--- config.mk ---
export PLATFORM = sky130hd
export DESIGN_NAME = phy_tx_monitor_flat
export DESIGN_NICKNAME = d
export VERILOG_FILES = /design/src/rtl/phy_tx_monitor_if.sv /design/src/rtl/phy_tx_monitor.sv /design/src/flat_wrapper.sv
export SDC_FILE = /design/constraint.sdc
export NUM_CORES = 1
export LEC_CHECK = 0
export CAP_MARGIN = 0
export CORE_MARGIN = 3
export CORE_UTILIZATION = 55
export CTS_CLUSTER_SIZE = 30
export DETAILED_ROUTE_END_ITERATION = 16
export PLACE_DENSITY = 0.83
export SYNTH_ARGS = -nofsm -noshare
export SYNTH_HDL_FRONTEND = slang
export SYNTH_SLANG_ARGS = --single-unit
--- constraint.sdc ---
create_clock -name clk_phy -period 3.7 [get_ports clk_phy]
set_input_delay 0.74 -clock clk_phy [delete_from_list [all_inputs] [get_ports clk_phy]]
set_output_delay 0.74 -clock clk_phy [all_outputs]
set_load 0.03 [all_outputs]
--- src/rtl/phy_tx_monitor_if.sv ---
// Nibble-stream monitor bus: transmit nibble stream in, reassembled bytes,
// per-frame status and frame counters out.
interface phy_tx_monitor_if;
  logic [3:0]  phy_data_out;
  logic        phy_tx_en;
  logic [7:0]  rx_byte;
  logic        rx_byte_valid;
  logic        rx_frame_done;
  logic [11:0] rx_frame_len;
  logic [15:0] rx_frame_sum;
  logic        rx_frame_ok;
  logic        rx_err_align;
  logic        rx_err_runt;
  logic        rx_err_giant;
  logic        rx_err_ifg;
  logic [15:0] good_count;
  logic [15:0] bad_count;

  // Transmit side: drives the nibble stream, observes the monitor results.
  modport master (
    output phy_data_out, phy_tx_en,
    input  rx_byte, rx_byte_valid, rx_frame_done, rx_frame_len, rx_frame_sum,
    input  rx_frame_ok, rx_err_align, rx_err_runt, rx_err_giant, rx_err_ifg,
    input  good_count, bad_count
  );

  // Monitor side.
  modport slave (
    input  phy_data_out, phy_tx_en,
    output rx_byte, rx_byte_valid, rx_frame_done, rx_frame_len, rx_frame_sum,
    output rx_frame_ok, rx_err_align, rx_err_runt, rx_err_giant, rx_err_ifg,
    output good_count, bad_count
  );
endinterface

--- src/rtl/phy_tx_monitor.sv ---
// Receive-side monitor for the xmitTop nibble stream. Reassembles bytes low
// nibble first, delimits frames on phy_tx_en, and reports per-frame length,
// byte sum and error flags plus good/bad frame counters.
module phy_tx_monitor #(
  parameter int MIN_LEN = 64,
  parameter int MAX_LEN = 2047,
  parameter int MIN_IFG = 24
) (
  input  logic              clk_phy,
  input  logic              reset,
  phy_tx_monitor_if.slave   bus
);

  localparam int                GAP_W   = $clog2(MIN_IFG + 1);
  localparam logic [GAP_W-1:0]  GAP_MAX = GAP_W'(MIN_IFG);
  localparam logic [GAP_W-1:0]  GAP_ONE = GAP_W'(1);
  localparam logic [11:0]       LEN_SAT = 12'hFFF;

  typedef enum logic [1:0] {IDLE, LO, HI, DROP} state_t;

  state_t           state, state_nxt;
  logic             post_reset;   // high only in the first cycle after reset release
  logic             start_frame, capture_lo, take_byte, end_frame, end_align, drop_exit;

  logic [3:0]       lo_nib;
  logic [11:0]      len_acc;
  logic [15:0]      sum_acc;
  logic             ifg_bad;
  logic [GAP_W-1:0] gap;

  logic [7:0]       byte_now;
  logic [11:0]      len_inc;
  logic             runt_now, giant_now, ok_now;

  assign byte_now  = {bus.phy_data_out, lo_nib};
  assign len_inc   = (len_acc == LEN_SAT) ? len_acc : len_acc + 12'd1;
  assign runt_now  = len_acc < 12'(MIN_LEN);
  assign giant_now = len_acc > 12'(MAX_LEN);
  assign ok_now    = !(runt_now || giant_now || end_align || ifg_bad);

  // State register; post_reset lets IDLE divert a frame already in flight to DROP.
  always_ff @(posedge clk_phy or negedge reset) begin
    if (!reset) begin
      state      <= IDLE;
      post_reset <= 1'b1;
    end else begin
      // NOTE: sequential state uses non-blocking assignments so every flop
      // samples the pre-edge values, independent of block ordering.
      state      <= state_nxt;
      post_reset <= 1'b0;
    end
  end

  // Next-state and datapath control decode.
  always_comb begin
    // NOTE: every signal gets a default before the case so no path leaves
    // one unassigned, which would infer a latch.
    state_nxt   = state;
    start_frame = 1'b0;
    capture_lo  = 1'b0;
    take_byte   = 1'b0;
    end_frame   = 1'b0;
    end_align   = 1'b0;
    drop_exit   = 1'b0;
    unique case (state)
      IDLE: begin
        if (bus.phy_tx_en) begin
          if (post_reset) begin
            state_nxt = DROP;
          end else begin
            start_frame = 1'b1;
            capture_lo  = 1'b1;
            state_nxt   = HI;
          end
        end
      end
      HI: begin
        if (bus.phy_tx_en) begin
          take_byte = 1'b1;
          state_nxt = LO;
        end else begin
          end_frame = 1'b1;
          end_align = 1'b1;
          state_nxt = IDLE;
        end
      end
      LO: begin
        if (bus.phy_tx_en) begin
          capture_lo = 1'b1;
          state_nxt  = HI;
        end else begin
          end_frame = 1'b1;
          state_nxt = IDLE;
        end
      end
      DROP: begin
        if (!bus.phy_tx_en) begin
          drop_exit = 1'b1;
          state_nxt = IDLE;
        end
      end
      default: state_nxt = IDLE;
    endcase
  end

  // Frame accumulators and inter-frame gap counter.
  always_ff @(posedge clk_phy or negedge reset) begin
    if (!reset) begin
      lo_nib  <= '0;
      len_acc <= '0;
      sum_acc <= '0;
      ifg_bad <= 1'b0;
      gap     <= GAP_MAX;
    end else begin
      if (start_frame) begin
        len_acc <= '0;
        sum_acc <= '0;
        ifg_bad <= (gap < GAP_MAX);
      end
      if (capture_lo) lo_nib <= bus.phy_data_out;
      if (take_byte) begin
        len_acc <= len_inc;
        sum_acc <= sum_acc + {8'h00, byte_now};
      end
      if (end_frame || drop_exit) begin
        gap <= GAP_ONE;
      end else if (state == IDLE && !bus.phy_tx_en && gap < GAP_MAX) begin
        gap <= gap + GAP_ONE;
      end
    end
  end

  // Byte strobe, end-of-frame status and frame counters.
  always_ff @(posedge clk_phy or negedge reset) begin
    if (!reset) begin
      bus.rx_byte       <= '0;
      bus.rx_byte_valid <= 1'b0;
      bus.rx_frame_done <= 1'b0;
      bus.rx_frame_len  <= '0;
      bus.rx_frame_sum  <= '0;
      bus.rx_frame_ok   <= 1'b0;
      bus.rx_err_align  <= 1'b0;
      bus.rx_err_runt   <= 1'b0;
      bus.rx_err_giant  <= 1'b0;
      bus.rx_err_ifg    <= 1'b0;
      bus.good_count    <= '0;
      bus.bad_count     <= '0;
    end else begin
      bus.rx_byte_valid <= take_byte;
      bus.rx_frame_done <= end_frame;
      if (take_byte) bus.rx_byte <= byte_now;
      if (end_frame) begin
        bus.rx_frame_len <= len_acc;
        bus.rx_frame_sum <= sum_acc;
        bus.rx_frame_ok  <= ok_now;
        bus.rx_err_align <= end_align;
        bus.rx_err_runt  <= runt_now;
        bus.rx_err_giant <= giant_now;
        bus.rx_err_ifg   <= ifg_bad;
        if (ok_now) bus.good_count <= bus.good_count + 16'd1;
        else        bus.bad_count  <= bus.bad_count + 16'd1;
      end
    end
  end

endmodule

--- src/flat_wrapper.sv ---
// flat-port wrapper written by rule: the top's interface ports become plain ports
module phy_tx_monitor_flat 
#(
  parameter int MIN_LEN = 64,
  parameter int MAX_LEN = 2047,
  parameter int MIN_IFG = 24
)
  (clk_phy, reset, bus_phy_data_out, bus_phy_tx_en, bus_rx_byte, bus_rx_byte_valid, bus_rx_frame_done, bus_rx_frame_len, bus_rx_frame_sum, bus_rx_frame_ok, bus_rx_err_align, bus_rx_err_runt, bus_rx_err_giant, bus_rx_err_ifg, bus_good_count, bus_bad_count);
  phy_tx_monitor_if bus_i ();
  input  logic clk_phy;
  input  logic reset;
  input wire logic [$bits(bus_i.phy_data_out)-1:0] bus_phy_data_out;
  input wire logic [$bits(bus_i.phy_tx_en)-1:0] bus_phy_tx_en;
  output wire logic [$bits(bus_i.rx_byte)-1:0] bus_rx_byte;
  output wire logic [$bits(bus_i.rx_byte_valid)-1:0] bus_rx_byte_valid;
  output wire logic [$bits(bus_i.rx_frame_done)-1:0] bus_rx_frame_done;
  output wire logic [$bits(bus_i.rx_frame_len)-1:0] bus_rx_frame_len;
  output wire logic [$bits(bus_i.rx_frame_sum)-1:0] bus_rx_frame_sum;
  output wire logic [$bits(bus_i.rx_frame_ok)-1:0] bus_rx_frame_ok;
  output wire logic [$bits(bus_i.rx_err_align)-1:0] bus_rx_err_align;
  output wire logic [$bits(bus_i.rx_err_runt)-1:0] bus_rx_err_runt;
  output wire logic [$bits(bus_i.rx_err_giant)-1:0] bus_rx_err_giant;
  output wire logic [$bits(bus_i.rx_err_ifg)-1:0] bus_rx_err_ifg;
  output wire logic [$bits(bus_i.good_count)-1:0] bus_good_count;
  output wire logic [$bits(bus_i.bad_count)-1:0] bus_bad_count;
  assign bus_i.phy_data_out = bus_phy_data_out;
  assign bus_i.phy_tx_en = bus_phy_tx_en;
  assign bus_rx_byte = bus_i.rx_byte;
  assign bus_rx_byte_valid = bus_i.rx_byte_valid;
  assign bus_rx_frame_done = bus_i.rx_frame_done;
  assign bus_rx_frame_len = bus_i.rx_frame_len;
  assign bus_rx_frame_sum = bus_i.rx_frame_sum;
  assign bus_rx_frame_ok = bus_i.rx_frame_ok;
  assign bus_rx_err_align = bus_i.rx_err_align;
  assign bus_rx_err_runt = bus_i.rx_err_runt;
  assign bus_rx_err_giant = bus_i.rx_err_giant;
  assign bus_rx_err_ifg = bus_i.rx_err_ifg;
  assign bus_good_count = bus_i.good_count;
  assign bus_bad_count = bus_i.bad_count;
  phy_tx_monitor #(.MIN_LEN(MIN_LEN), .MAX_LEN(MAX_LEN), .MIN_IFG(MIN_IFG)) u_core (.clk_phy(clk_phy), .reset(reset), .bus(bus_i));
endmodule
# Word level (Yosys, flattened, before mapping)
# Index checks and enable logic that the tools add are counted.
dict set report word_totals {
  ram_bits 0
  latch_bits 0
  rom_bits 0
  register_bits 116
  out_inout_bits 75
  memories 0
}
dict set report classes {
  n_mul 0
  n_mux 23
  bitwise_logic 1
  n_lt_le_gt_ge 3
  shift 0
  n_eq_ne 7
  reduce_logical 16
  addsub 5
  div 0
}
# cell count
set op_table {}
lappend op_table {{12-bit 2-to-1 mux} 3}
lappend op_table {{16-bit by 1-bit adder with 16-bit output, second input constant} 2}
lappend op_table {{16-bit 2-to-1 mux} 2}
lappend op_table {{16-bit by 8-bit adder with 16-bit output} 1}
lappend op_table {{12-bit by 1-bit adder with 12-bit output, second input constant} 1}
lappend op_table {{12-bit equality test, second input constant} 1}
lappend op_table {{12-bit by 11-bit > comparator with 1-bit output, second input constant} 1}
lappend op_table {{12-bit by 7-bit < comparator with 1-bit output, second input constant} 1}
lappend op_table {{1-bit 2-to-1 mux} 11}
lappend op_table {{5-bit 2-to-1 mux} 2}
lappend op_table {{2-bit one-hot mux with 4 select lines} 1}
lappend op_table {{2-bit AND reduction} 4}
lappend op_table {{2-bit 2-to-1 mux} 3}
lappend op_table {{2-bit != test, second input constant} 3}
lappend op_table {{5-bit by 1-bit adder with 5-bit output, second input constant} 1}
lappend op_table {{5-bit < comparator, second input constant} 1}
lappend op_table {{2-bit equality test, second input constant} 2}
lappend op_table {{1-bit logical OR} 4}
lappend op_table {{2-bit nonzero test} 2}
lappend op_table {{2-bit by 1-bit equality test with 1-bit output, second input constant} 1}
lappend op_table {{1-bit logical AND} 2}
lappend op_table {{1-bit logical NOT} 2}
lappend op_table {{2-bit logical NOT} 1}
lappend op_table {{1-bit one-hot mux with 2 select lines} 1}
lappend op_table {{2 further kinds} 2}

# Depth between registers and ports, before layout
# Gate-level depths: netlist of the first run.
dict set report logic_depth {
  word_depth 6
  mapped_depth 9
  depth_no_buf 8
}

# Worst setup path before layout of the first run
# OpenSTA, ideal clock, no wires.
dict set report synth_timing {
  path_kind {input to register}
  start {input port bus_phy_data_out[0]}
  end {register u_core.sum_acc[15]}
  required_ps 3560
  arrival_ps 2013
  stages 6
  setup_slack_ps 1547
  setup_ps 140
  cell_sequence {ha_1 > o211ai_1 > o21ai_0 > o21ai_0 > o311ai_0 > o41ai_1}
}
dict set report synth_via {
  elab_chain_len 2
}
# item line_no
set synth_lines {}
lappend synth_lines {{from (decl)} flat_wrapper.sv:12} ;# input wire logic [$bits(bus_i.phy_data_out)-1:0] bus_phy_data_out;
lappend synth_lines {{16-bit by 8-bit adder with 16-bit output} phy_tx_monitor.sv:123} ;# sum_acc <= sum_acc + {8'h00, byte_now};
lappend synth_lines {{16-bit 2-to-1 mux} phy_tx_monitor.sv:121} ;# if (take_byte) begin
lappend synth_lines {{to (signal assigned)} phy_tx_monitor.sv:123}
lappend synth_lines {{to (decl)} phy_tx_monitor.sv:27} ;# logic [15:0] sum_acc;
# Every way passes these cells.
# A chain may end at the register's enable or synchronous reset.

# Worst setup path after layout of the first run
dict set report layout_timing {
  start {register u_core.bus.good_count[5]}
  end {output port bus_good_count[5]}
}
# item line_no
set layout_lines {}
lappend layout_lines {{from (decl)} phy_tx_monitor_if.sv:32} ;# output good_count, bad_count
lappend layout_lines {{from (signal assigned)} phy_tx_monitor.sv:160} ;# if (ok_now) bus.good_count <= bus.good_count + 16'd1;
lappend layout_lines {{to (decl)} flat_wrapper.sv:24} ;# output wire logic [$bits(bus_i.good_count)-1:0] bus_good_count;
# No word-level cell between the ends.

==> run metrics, run 1 <==
ant diodes=0; fin. max-slew vios=0; # Post-CTS Setup Buffers=0; Antenna Nets Post-Route=0; via count=4,335; Worst EP arrival=1800 ps; Int Pwr=3.24 mW; Resize count post-CTS=0; floorplan core area=9370 sq um; Final Net Count=657; Clock Latency Late Sink=510 ps; Yosys Warn Count=0; Max stage delay on crit path=740 ps; top cells by area, synth=dfrtp_1 (52%), nand2_1 (11%), ha_1 (3.7%); Synth area leader=dfrtp_1; final hold slack=344 ps; syn nets=569; area of the die=11,000 sq um; Achievable Freq=0.393 GHz; Cells after Synth=545; initial drt markers=320; setup violators final=0; post-DR vias/cell=5.59; routability congestion estimate=0.872; uppermost layer routed=met4; vias in the first global route=4,387; Post-Synthesis Cell Area=5390 sq um; worst path cell trace=clkdlybuf4s50_1; P_sw=1.88 mW; clk sinks=116; Post-synth top flop=dfrtp_1; Max VDD drop=392 uV; Die Height=105 microns; Site Rows=35; CTS tree=done; share of cells above drive strength 1=9.29%; count of final hold-check violations=0; setup TNS=0 ps; Crit path max-delay family=buffers and inverters; setup ws final=1160 ps; Initial Util=57.5%; type of the worst setup path=reg2out; Num CTS Buffers=17; First-pass DRT Iterations=5; port bufs=81; total grt overflow=0; max-cap violations=0; syn_area_per_cell=9.89 sq um; Seq cells post-synth=116; period utilization=68.7%; Seq/Total Area, Yosys=53.9%; H-tree Lvls=4; run status=finished, final reports clean; Reg power frac=34.5%; M1 wire length=5350 microns; Root Buffer=clkbuf_8; Pwr per Cell Area=739 nW/um^2; Placed Area=6330 sq um; post-DP HPWL=8100 microns; Post-CTS Hold Fix Bufs=0; met2 WL=6130 microns; GR Util All Layers=23.8%; Pleak=3.25 nW; Post-synth EDFFs=0; Hold WC Path Type=in2async; post-synth cell types=56; P&R area growth vs syn=28.7%; Final min period=2540 ps; Critical-path top delay cell=clkdlybuf4s50_1; pin count of the biggest net entering global routing=71; ys async rst share=100%; sw frac=36.7%; cell area after layout=6930 sq um; skew final=13.3 ps; Die Wd=105 microns; RSZ-0062 raised after global routing=no; clock-pin transition on the worst setup and hold timing paths=60 ps; met3 wire len=593 microns; clock group share of total power=32.3%; global-route wire length before repair=21,300 microns; initial antenna violation count=0; startpoint types=flop; Post-Place Worst Slack=811 ps; worst reg2reg path depth=7; Worst Path Max Fanout=10; Crit path depth=1; buffer and inverter count on the worst path=1; combinational power share=33.3%; Max Root-Sink Buffers=2; slew margin rel.=41.7%; Ports=82; average routed wire per standard cell=15.8 microns; drc violations=0; Crit. End Element=output port; Worst Tran Pin Value=875 ps; Synth top area share=52.5%; Critical Path RT=2960 ps; Final Power=5.13 mW; final WL=12,200 microns
==> logic make-up after synthesis <==
kind of cell | share of synthesized area (%)
buf+inv | 2.00
flops | 53.9
other cells | 0.0696
mux | 2.72
simple gates | 22.2
compound gates | 8.48
xor+xnor | 6.50
fa+ha+maj | 4.09
==> power by group through the flow <==
stage	clock, mW	sequential [mW]	combinational [mW]
after floorplan	0	2.04	0.811
after global placement	0	1.77	1.63
after detailed placement	0	1.78	1.69
after CTS	1.67	1.77	1.71
after global routing	1.73	1.81	1.87
final	1.65	1.77	1.70
==> sequential cells by signal, summed over array words and instances (netlist names), 2 cells and up <==
signal and flops:
u_core.bus.rx_frame_sum 16, u_core.sum_acc 16, u_core.len_acc 12, u_core.bus.good_count 16
u_core.bus.bad_count 16, u_core.gap 5, u_core.lo_nib 4, u_core.bus.rx_frame_len 12
u_core.bus.rx_byte 8, u_core.state 2
==> metal layers <==
metal | vias up | track usage, %
li1 | 2037 | -
met1 | 2137 | 30.1
met2 | 145 | 40.1
met3 | 16 | 5.37
met4 | 0 | 8.90
met5 | - | 0
==> layout by cell type (no fill, tap or decap), types with 9 or more instances in the layout <==
| cell | count |
|---|---|
| a21oi_1 | 12 |
| clkbuf_16 | 16 |
| clkdlybuf4s50_1 | 80 |
| dfrtp_1 | 113 |
| ha_1 | 16 |
| mux2i_1 | 9 |
| nand2_1 | 157 |
| nand3_1 | 19 |
| nand4_1 | 13 |
| nor2_1 | 34 |
| o21ai_0 | 22 |
| xnor2_1 | 19 |
| xor2_1 | 21 |
==> cell usage after synthesis, types with 2 or more instances <==
cell and n:
a211oi_1 4, nand3_1 19, o21ai_1 2, and4_1 3, nor3_1 3, mux2i_1 9, nor3_2 6, buf_2 2
nor4_2 3, o41ai_1 2, a22o_1 3, o31ai_1 5, ha_1 16, a21o_1 2, and3_1 5, xnor2_1 19
mux2_2 5, o21ai_0 22, dfrtp_1 113, buf_1 2, nor2_1 34, clkbuf_1 11, a21oi_1 12, dfstp_2 3
nand4_1 13, xor2_1 21, and2_1 3, o211ai_1 6, inv_1 8, a41oi_1 2, nand2_1 157, nand2b_1 6
==> area by class of cell <==
cell class	count	area [sq um]
Clock buffer	18	428
Clock inverter	14	176
Fill cell	647	2440
Inverter	10	37.5
Multi-Input combinational cell	403	2370
Sequential cell	116	2910
Tap cell	129	161
Timing Repair Buffer	85	851
==> worst paths after layout <==
kind | slack [ps] | from | endpoint
setup / recovery | 1160 | u_core.bus.good_count[5]$_DFFE_PN0P_ | bus_good_count[5]
hold / removal | 340 | reset | u_core.bus.bad_count[12]$_DFFE_PN0P_
setup reg to reg | 1230 | u_core.state[0]$_DFFE_PN0P_ | u_core.len_acc[3]$_DFFE_PN0P_
hold reg to reg | 470 | u_core.bus.bad_count[15]$_DFFE_PN0P_ | u_core.bus.bad_count[15]$_DFFE_PN0P_
max in group asynchronous | 2550 | reset | u_core.post_reset$_DFF_PN1_
min in group clk_phy | 470 | u_core.bus.bad_count[15]$_DFFE_PN0P_ | u_core.bus.bad_count[15]$_DFFE_PN0P_
==> metrics by stage <==
| stage | utilization [%] | std cells |
|---|---|---|
| 3_3_place_gp | 67.5 | 743 |
| 5_1_grt | 74.0 | 775 |
| 2_1_floorplan | - | 545 |
| 6_report | 74.0 | 775 |
| 3_5_place_dp | 67.5 | 743 |
| 4_1_cts | 74.0 | 775 |
Note: power is estimated with default switching activity, not from simulation.
==> inputs of run 2 (changes only) <==
Settings changed: CORE_UTILIZATION 55 to 54, PLACE_DENSITY 0.83 to 0.82.
Clock period 3.7 ns to 2.6 ns, I/O delays scaled along.
==> run metrics, run 2 (synthesized netlist as in run 1, its figures left out) <==
run status=finished, final reports clean; startpoint types=flop; Hold WC Path Type=reg2reg; met3 wire len=776 microns; Worst Tran Pin Value=550 ps; clock-pin transition on the worst setup and hold timing paths=60 ps; H-tree Lvls=4; Final Util=74.8%; GR Util All Layers=24.4%; Site Rows=35; final WL=13,100 microns; Die Height=106 microns; drc violations=0; initial antenna violation count=0; fin. max-slew vios=0; Max VDD drop=530 uV; commonest non-fill, non-tap cell in the layout=nand2_1; port bufs=81; worst path cell trace=ha_1 -> inv_1 -> fa_1 -> nand2b_1 -> a21oi_1 -> o21ai_0 -> buf_4 -> o211ai_1 -> o31ai_1; max-cap violations=0; Ports=82; Critical-path top delay cell=fa_1; vias in the first global route=4,487; ant diodes=0; Clock Latency Late Sink=510 ps; Pwr per Cell Area=1070 nW/um^2; Max stage delay on crit path=440 ps; skew final=8.51 ps; period utilization=91.3%; Critical Path RT=2980 ps; slew margin rel.=63.0%; Num CTS Buffers=17; Die Wd=106 microns; global-route wire length before repair=21,900 microns; post-DR vias/cell=5.69; Final min period=2370 ps; via count=4,479; count of final hold-check violations=0; Crit. End Element=flop; uppermost layer routed=met4; P&R area growth vs syn=31.3%; pin count of the biggest net entering global routing=42; Final Net Count=670; First-pass DRT Iterations=5; average routed wire per standard cell=16.6 microns; type of the worst setup path=reg2reg; Root Buffer=clkbuf_8; floorplan core area=9460 sq um; HP Start=u_core.bus.good_count[15]$_DFFE_PN0P_; Resize count post-CTS=0; Pleak=3.33 nW; setup TNS=0 ps; M1 wire length=5580 microns; Worst Path Max Fanout=6; crit path launch=u_core.sum_acc[0]$_DFFE_PN0P_; met2 WL=6520 microns; RSZ-0062 raised after global routing=no; area of the die=11,200 sq um; Worst EP arrival=2760 ps; initial drt markers=347; Max Root-Sink Buffers=2; routability congestion estimate=0.911; most frequent cells in the layout=nand2_1 (157), dfrtp_1 (113), clkdlybuf4s50_1 (80); worst r2r src=u_core.sum_acc[0]$_DFFE_PN0P_; CTS tree=done; share of cells above drive strength 1=10.8%; total grt overflow=0; setup violators final=0; clk sinks=116; Antenna Nets Post-Route=0; Achievable Freq=0.421 GHz; Initial Util=57.0%; post-DP HPWL=8630 microns
## run 2: stage by stage
step / setup slack (ps) / cells / hold slack, ps / total power [mW] / instance area, sq um
2_1_floorplan: 598 / 545 / 224 / 4.06 / 5390
3_5_place_dp: 63.6 / 755 / 461 / 5.03 / 6420
6_report: 226 / 787 / 471 / 7.60 / 7070
3_3_place_gp: 128 / 755 / 459 / 4.90 / 6420
4_1_cts: 246 / 787 / 472 / 7.62 / 7070
5_1_grt: 4.56 / 787 / 478 / 7.99 / 7070
## run 2: where the power goes
part	switching, mW	internal, mW
Sequential	0.332	2.19
Clock	0.828	1.70
Combinational	1.55	0.992
Total	2.71	4.89
## run 2: area by class of cell
cell class	count	area [sq um]
Sequential cell	116	2910
Fill cell	649	2380
Multi-Input combinational cell	403	2370
Timing Repair Buffer	98	951
Clock buffer	19	442
Clock inverter	12	203
Tap cell	129	161
Inverter	10	37.5
## run 2: path summary, 6_finish.rpt
path / to / slack (ps) / depth (start not counted)
max: u_core.sum_acc[10]$_DFFE_PN0P_ / 230 / 9
max reg2reg: u_core.sum_acc[10]$_DFFE_PN0P_ / 230 / 9
min: u_core.bus.good_count[15]$_DFFE_PN0P_ / 470 / 1
min in group asynchronous: u_core.bus.rx_frame_sum[0]$_DFFE_PN0P_ / 510 / 2
max in group asynchronous: u_core.post_reset$_DFF_PN1_ / 1390 / 3
min reg2reg: u_core.bus.good_count[15]$_DFFE_PN0P_ / 470 / 1
## run 2: critical path, delay by kind of cell (launching register included)
kind | cells | cell delay [ps]
and+or+nand+nor | 1 | 210
buffers and inverters | 2 | 250
adders and majority gates | 2 | 670
AOI/OAI and AO/OA | 4 | 710
DFF | 1 | 410
## run 2: what timing repair did
action                    4_1_cts  5_1_grt
hold endpoints to repair       31        0
buffers inserted                0        0
hold buffers                    1        0
## run 2: routing by layer
metal  global-route usage, %  vias up
li1                        -     2064
met1                    31.3     2209
met5                       0        -
met4                    7.31        0
met3                    6.18       28
met2                    41.1      178
